$ cat config.mk
export PLATFORM = sky130hd
export DESIGN_NAME = ttfir_mac_flat
export DESIGN_NICKNAME = d
export VERILOG_FILES = /design/src/rtl/ttfir_mac_if.sv /design/src/rtl/ttfir_mac.sv /design/src/flat_wrapper.sv
export SDC_FILE = /design/constraint.sdc
export NUM_CORES = 1
export LEC_CHECK = 0
export CAP_MARGIN = 5
export CORE_ASPECT_RATIO = 0.7
export CORE_MARGIN = 2
export CORE_UTILIZATION = 50
export DETAILED_ROUTE_END_ITERATION = 7
export HOLD_SLACK_MARGIN = 0.12
export PLACE_DENSITY = 0.73
export RECOVER_POWER = 100
export SLEW_MARGIN = 20
export SYNTH_ARGS = -nofsm -noshare
export SYNTH_HDL_FRONTEND = slang
export SYNTH_SLANG_ARGS = --single-unit
$ cat constraint.sdc
create_clock -name clk -period 8.4 [get_ports clk]
set_input_delay 1.68 -clock clk [delete_from_list [all_inputs] [get_ports clk]]
set_output_delay 1.68 -clock clk [all_outputs]
set_load 0.03 [all_outputs]
$ cat src/rtl/ttfir_mac_if.sv
// Sample/coefficient/result bus of the ttfir time-multiplexed FIR filter.
// The master drives samples and coefficient words; the slave (the filter)
// returns the rounded, saturated result and its busy flag.
interface ttfir_mac_if #(
    parameter int BW_in   = 6,
    parameter int BW_COEF = 6,
    parameter int BW_out  = 8
);
    logic signed [BW_in-1:0]   x_in;
    logic                      x_valid;
    logic                      coef_load;
    logic signed [BW_COEF-1:0] coef_in;
    logic signed [BW_out-1:0]  y_out;
    logic                      y_valid;
    logic                      busy;

    modport master (
        output x_in, x_valid, coef_load, coef_in,
        input  y_out, y_valid, busy
    );

    modport slave (
        input  x_in, x_valid, coef_load, coef_in,
        output y_out, y_valid, busy
    );
endinterface

$ cat src/rtl/ttfir_mac.sv
// Time-multiplexed FIR filter: N_TAPS runtime-loadable coefficients share one
// multiplier-accumulator. Each accepted sample costs N_TAPS MAC cycles plus
// one output cycle; the result is rounded, arithmetic-shifted and saturated.
module ttfir_mac #(
    parameter int N_TAPS  = 4,
    parameter int BW_in   = 6,
    parameter int BW_COEF = 6,
    parameter int BW_out  = 8,
    parameter int SHIFT   = 0
) (
    input  logic        clk,
    input  logic        rst,
    ttfir_mac_if.slave  bus
);

    localparam int IDX_W  = $clog2(N_TAPS);
    localparam int PROD_W = BW_in + BW_COEF;
    localparam int ACC_W  = PROD_W + $clog2(N_TAPS);
    // Half-LSB of the shifted result; zero when no scaling is applied.
    localparam int RND_I  = (SHIFT > 0) ? (1 << ((SHIFT > 0) ? SHIFT - 1 : 0)) : 0;

    localparam logic signed [ACC_W:0] RND   = (ACC_W + 1)'(RND_I);
    localparam logic signed [ACC_W:0] Y_MAX = (ACC_W + 1)'(2 ** (BW_out - 1) - 1);
    localparam logic signed [ACC_W:0] Y_MIN = (ACC_W + 1)'(-(2 ** (BW_out - 1)));

    typedef enum logic [1:0] {
        IDLE,
        MAC,
        OUT
    } state_t;

    state_t                    state_q, state_d;
    logic signed [BW_in-1:0]   d_q [N_TAPS];
    logic signed [BW_in-1:0]   d_d [N_TAPS];
    logic signed [BW_COEF-1:0] h_q [N_TAPS];
    logic signed [BW_COEF-1:0] h_d [N_TAPS];
    logic signed [ACC_W-1:0]   acc_q, acc_d;
    logic [IDX_W-1:0]          idx_q, idx_d;
    logic signed [BW_out-1:0]  y_q, y_d;
    logic                      yv_q, yv_d;

    logic signed [PROD_W-1:0]  prod;
    logic signed [ACC_W:0]     rnd_sum;
    logic signed [ACC_W:0]     scaled;

    assign bus.busy    = (state_q != IDLE);
    assign bus.y_out   = y_q;
    assign bus.y_valid = yv_q;

    // Shared multiplier for the current tap, plus rounding and scaling of the accumulator.
    always_comb begin
        prod    = h_q[idx_q] * d_q[idx_q];
        rnd_sum = $signed({acc_q[ACC_W-1], acc_q}) + RND;
        scaled  = rnd_sum >>> SHIFT;
    end

    // Next-state logic: sample/coefficient intake in IDLE, tap walk in MAC, result in OUT.
    always_comb begin
        state_d = state_q;
        d_d     = d_q;
        h_d     = h_q;
        acc_d   = acc_q;
        idx_d   = idx_q;
        y_d     = y_q;
        yv_d    = 1'b0;

        case (state_q)
            IDLE: begin
                // A sample takes priority; a simultaneous coefficient load is dropped.
                if (bus.x_valid) begin
                    for (int unsigned k = 1; k < N_TAPS; k++) begin
                        d_d[k] = d_q[k-1];
                    end
                    d_d[0]  = bus.x_in;
                    acc_d   = '0;
                    idx_d   = '0;
                    state_d = MAC;
                end else if (bus.coef_load) begin
                    for (int unsigned k = 0; k < N_TAPS - 1; k++) begin
                        h_d[k] = h_q[k+1];
                    end
                    h_d[N_TAPS-1] = bus.coef_in;
                end
            end
            MAC: begin
                acc_d = acc_q + {{(ACC_W - PROD_W){prod[PROD_W-1]}}, prod};
                idx_d = idx_q + IDX_W'(1);
                if (idx_q == IDX_W'(N_TAPS - 1)) begin
                    state_d = OUT;
                end
            end
            OUT: begin
                if (scaled > Y_MAX) begin
                    y_d = Y_MAX[BW_out-1:0];
                end else if (scaled < Y_MIN) begin
                    y_d = Y_MIN[BW_out-1:0];
                end else begin
                    y_d = scaled[BW_out-1:0];
                end
                yv_d    = 1'b1;
                state_d = IDLE;
            end
            default: begin
                state_d = IDLE;
            end
        endcase
    end

    // State registers with synchronous active-low reset; reset aborts any sample in flight.
    always_ff @(posedge clk) begin
        if (!rst) begin
            state_q <= IDLE;
            for (int unsigned k = 0; k < N_TAPS; k++) begin
                d_q[k] <= '0;
                h_q[k] <= '0;
            end
            acc_q <= '0;
            idx_q <= '0;
            y_q   <= '0;
            yv_q  <= 1'b0;
        end else begin
            state_q <= state_d;
            d_q     <= d_d;
            h_q     <= h_d;
            acc_q   <= acc_d;
            idx_q   <= idx_d;
            y_q     <= y_d;
            yv_q    <= yv_d;
        end
    end

endmodule

$ cat src/flat_wrapper.sv
// flat-port wrapper written by rule: the top's interface ports become plain ports
module ttfir_mac_flat 
#(
    parameter int N_TAPS  = 4,
    parameter int BW_in   = 6,
    parameter int BW_COEF = 6,
    parameter int BW_out  = 8,
    parameter int SHIFT   = 0
)
  (clk, rst, bus_x_in, bus_x_valid, bus_coef_load, bus_coef_in, bus_y_out, bus_y_valid, bus_busy);
  ttfir_mac_if #(.BW_in(BW_in), .BW_COEF(BW_COEF), .BW_out(BW_out)) bus_i ();
  input  logic clk;
  input  logic rst;
  input wire logic [$bits(bus_i.x_in)-1:0] bus_x_in;
  input wire logic [$bits(bus_i.x_valid)-1:0] bus_x_valid;
  input wire logic [$bits(bus_i.coef_load)-1:0] bus_coef_load;
  input wire logic [$bits(bus_i.coef_in)-1:0] bus_coef_in;
  output wire logic [$bits(bus_i.y_out)-1:0] bus_y_out;
  output wire logic [$bits(bus_i.y_valid)-1:0] bus_y_valid;
  output wire logic [$bits(bus_i.busy)-1:0] bus_busy;
  assign bus_i.x_in = bus_x_in;
  assign bus_i.x_valid = bus_x_valid;
  assign bus_i.coef_load = bus_coef_load;
  assign bus_i.coef_in = bus_coef_in;
  assign bus_y_out = bus_i.y_out;
  assign bus_y_valid = bus_i.y_valid;
  assign bus_busy = bus_i.busy;
  ttfir_mac #(.N_TAPS(N_TAPS), .BW_in(BW_in), .BW_COEF(BW_COEF), .BW_out(BW_out), .SHIFT(SHIFT)) u_core (.clk(clk), .rst(rst), .bus(bus_i));
endmodule
==> flow_metrics.env <==
export IMPL_run_status="finished, violations left"
export IMPL_violations="max-capacitance violations, max-slew violations"
export IMPL_dp_cells=686
export IMPL_drt_iter0_markers=276
export IMPL_postCtsSetupRepairBufs=0
export IMPL_synth_top_area_share_pct=31.4
export IMPL_wire_per_inst_microns=14.8
export IMPL_drive_gt1_share_pct=5.71
export IMPL_sw_frac_of_total_pct=27.0
export IMPL_dp_hpwl_microns=7510
export IMPL_rrSetupSlack_ns=1.59
export IMPL_fin_setup_tns_ns=0
export IMPL_synth_area_sq_um=4780
export IMPL_netlist_instances=560
export IMPL_p_seq_share_pct=42.5
export IMPL_async_reset_ff_share_pct=0
export IMPL_slew_headroom_pct=-60.2
export IMPL_max_freq_mhz=147
export IMPL_ant_nets=0
export IMPL_synth_top_family_by_area="adder cells"
export IMPL_fillers=794
export IMPL_start_kind="register"
export IMPL_end_kind="register"
export IMPL_initial_core_util_pct=52.1
export IMPL_die_height_microns=85.8
export IMPL_grtUsageTotal_pct=21.6
export IMPL_p_per_area_nw_per_um2=164
export IMPL_path_class="register to register"
export IMPL_internal_power_mw=0.645
export IMPL_clock_sinks=75
export IMPL_finalHoldViolCount=0
export IMPL_nets=652
export IMPL_core_area_sq_um=9180
export IMPL_seqCellArea_sq_um=1500
export IMPL_portBuffers=25
export IMPL_clkLatencyLatePin_ns=0.33
export IMPL_dieArea_sq_um=10400
export IMPL_hold_start="u_core.bus.y_out[1]"
export IMPL_worst_clock_skew_ns=0.00559
export IMPL_clkPwrFrac_pct=43.8
export IMPL_synth_top_cell_by_area="dfxtp_1"
export IMPL_tightest_slew_ns=2.39
export IMPL_synth_cell_types=42
export IMPL_area_growth_pct=13.0
export IMPL_grt_max_degree=71
export IMPL_synth_compound_area_share_pct=13.9
export IMPL_synth_xor_area_share_pct=3.85
export IMPL_synth_area_leaders="dfxtp_1, fa_1, ha_1"
export IMPL_required_ns=8.58
export IMPL_syn_nets=639
export IMPL_post_route_period_util_pct=81.1
export IMPL_cts_root_buffer="clkbuf_16"
export IMPL_min_to="u_core.bus.y_out[1]"
export IMPL_cts_resized=0
export IMPL_syn_area_per_cell_sq_um=8.54
export IMPL_synthAdderAreaFrac_pct=20.7
export IMPL_synth_ff_type="dfxtp_1"
export IMPL_mostFrequentLayoutCell="nand2_1"
export IMPL_cts_buffer_depth=2
export IMPL_multi_input_area_sq_um=3060
export IMPL_numCtsBuffers=9
export IMPL_pwr_share_comb_pct=13.7
export IMPL_synth_seq_area_share_pct=31.4
export IMPL_htreeDepth=3
export IMPL_r2r_end="u_core.acc_q[13]"
export IMPL_synth_simple_area_share_pct=19.6
export IMPL_postCtsHoldBufs=0
export IMPL_drcViolationCount=0
export IMPL_first_pass_iters=4
export IMPL_power_switching_mw=0.239
export IMPL_grt_pass1_vias=3674
export IMPL_reg2regPathDepth=22
export IMPL_num_rows=29
export IMPL_grt_pass1_wl_microns=17800
export IMPL_routabilityCongestion=0.828
export IMPL_drt_total_wl_microns=10400
export IMPL_hp_class="register to register"
export IMPL_fp_dieW_microns=121
export IMPL_tritoncts="built"
export IMPL_rsz0062_at_grt="false"
export IMPL_peakVddDrop_v=0.000150
export IMPL_ys_ff_latch=75
export IMPL_clkTransAtPathRegs_ns=0.06
export IMPL_reg2reg_from="u_core.idx_q[0]"
export IMPL_period_needed_ns=6.81
export IMPL_crit_fanout=16
export IMPL_synth_enable_flop_cells=0
export IMPL_hold_depth=2
export IMPL_crit_arrival_ns=7.00
export IMPL_globalRouteOverflowTotal=0
export IMPL_leakagePower_nw=2.31
export IMPL_synth_area_mux_share_pct=5.83
export IMPL_final_cell_mix="nand2_1, a21oi_1, dfxtp_1, ha_1, inv_1"
export IMPL_vias=3845
export IMPL_ys_warn_count=0
export IMPL_final_cells=702
export IMPL_n_antenna_cell=0
export IMPL_max_cap_violations=1
export IMPL_finalSetupViolCount=0
export IMPL_antenna_found_initial=0
export IMPL_drv_slew=71
export IMPL_vias_per_cell=5.48
export IMPL_ioPinCount=26
power groups by stage:
stage                     registers (mW)  logic [mW]  clock network (mW)
after floorplan                    0.377      0.0940                   0
after global placement             0.383       0.117                   0
after detailed placement           0.383       0.122                   0
after CTS                          0.375       0.122               0.396
after global routing               0.377       0.137               0.410
final                              0.375       0.121               0.387
metal layers:
metal	wire length [microns]	track usage, %	vias up
met2	4680	33.2	77
met4	140	5.92	0
met1	5080	30.6	1846
li1	-	-	1908
met5	0	0	-
met3	507	5.32	14
state kept, by name, summed over array words and instances (netlist names):
| name | count |
|---|---|
| u_core.state_q | 2 |
| u_core.bus.y_out | 8 |
| u_core.acc_q | 14 |
| u_core.h_q | 24 |
| u_core.idx_q | 2 |
| u_core.bus.y_valid | 1 |
| u_core.d_q | 24 |
how the worst max path moves through the flow:
stage	endpoint	cells after the start	startpoint
after global placement	u_core.acc_q[13]	20	u_core.idx_q[0]
after global routing	u_core.acc_q[13]	22	u_core.idx_q[0]
after detailed placement	u_core.acc_q[13]	20	u_core.idx_q[0]
after floorplan	u_core.acc_q[13]	26	u_core.idx_q[0]
final	u_core.acc_q[13]	22	u_core.idx_q[0]
after CTS	u_core.acc_q[13]	22	u_core.idx_q[0]
metrics by stage:
stage	hold WS [ns]	power, mW	worst slack [ns]	area, sq um	util (%)
3_3_place_gp	0.438	0.500	1.88	5110	55.7
4_1_cts	0.453	0.894	1.65	5410	58.9
2_1_floorplan	0.433	0.471	2.20	4780	-
3_5_place_dp	0.445	0.505	1.62	5110	55.7
5_1_grt	0.477	0.924	1.09	5400	58.9
6_report	0.450	0.884	1.59	5400	58.9
worst max-delay path, cell delays in order (launching register included):
cell      delay [ns]
dfxtp_1         0.93
mux4_2          0.68
nand2_1         0.13
inv_1           0.09
fa_1            0.56
inv_1           0.05
fa_1            0.47
inv_1           0.06
fa_1            0.58
fa_1            0.46
ha_1            0.32
a21oi_1         0.21
o211ai_1        0.20
o41ai_4         0.25
xnor2_1         0.22
ha_1            0.33
o21a_1          0.19
nor2_1          0.12
nor2b_1         0.06
a21oi_1         0.20
xor2_1          0.10
or3_1           0.31
a31oi_1         0.13
cells by family after synthesis:
| kind of cell | count (synthesis) |
|---|---|
| muxes | 14 |
| DFF | 75 |
| buffers and inverters | 60 |
| AOI/OAI and AO/OA | 118 |
| and+or+nand+nor | 209 |
| adders and majority gates | 63 |
| xor gates and xnor gates | 21 |
final cells by class:
cell class / count / share of cell area [%]
multi-input combinational: 425 / 56.6
clock buffer: 11 / 4.31
sequential: 75 / 27.8
inverter: 35 / 2.45
timing repair buffer: 27 / 4.91
tap: 124 / 2.87
clock inverter: 5 / 1.11
synthesized netlist by cell type, types with 4 or more instances:
cell      count
xor2_1        5
a21oi_1      77
fa_1         27
dfxtp_1      75
nor2b_1       4
o21ai_0       8
a21o_1        4
nand2_1     120
nand3_1      13
inv_1        32
o21ai_1      12
xnor2_1      16
ha_1         36
mux4_2       11
clkbuf_1     24
and2_1       28
nor2_1       23
nand2b_1      5
No activity file was read; power rests on OpenSTA's default activity.
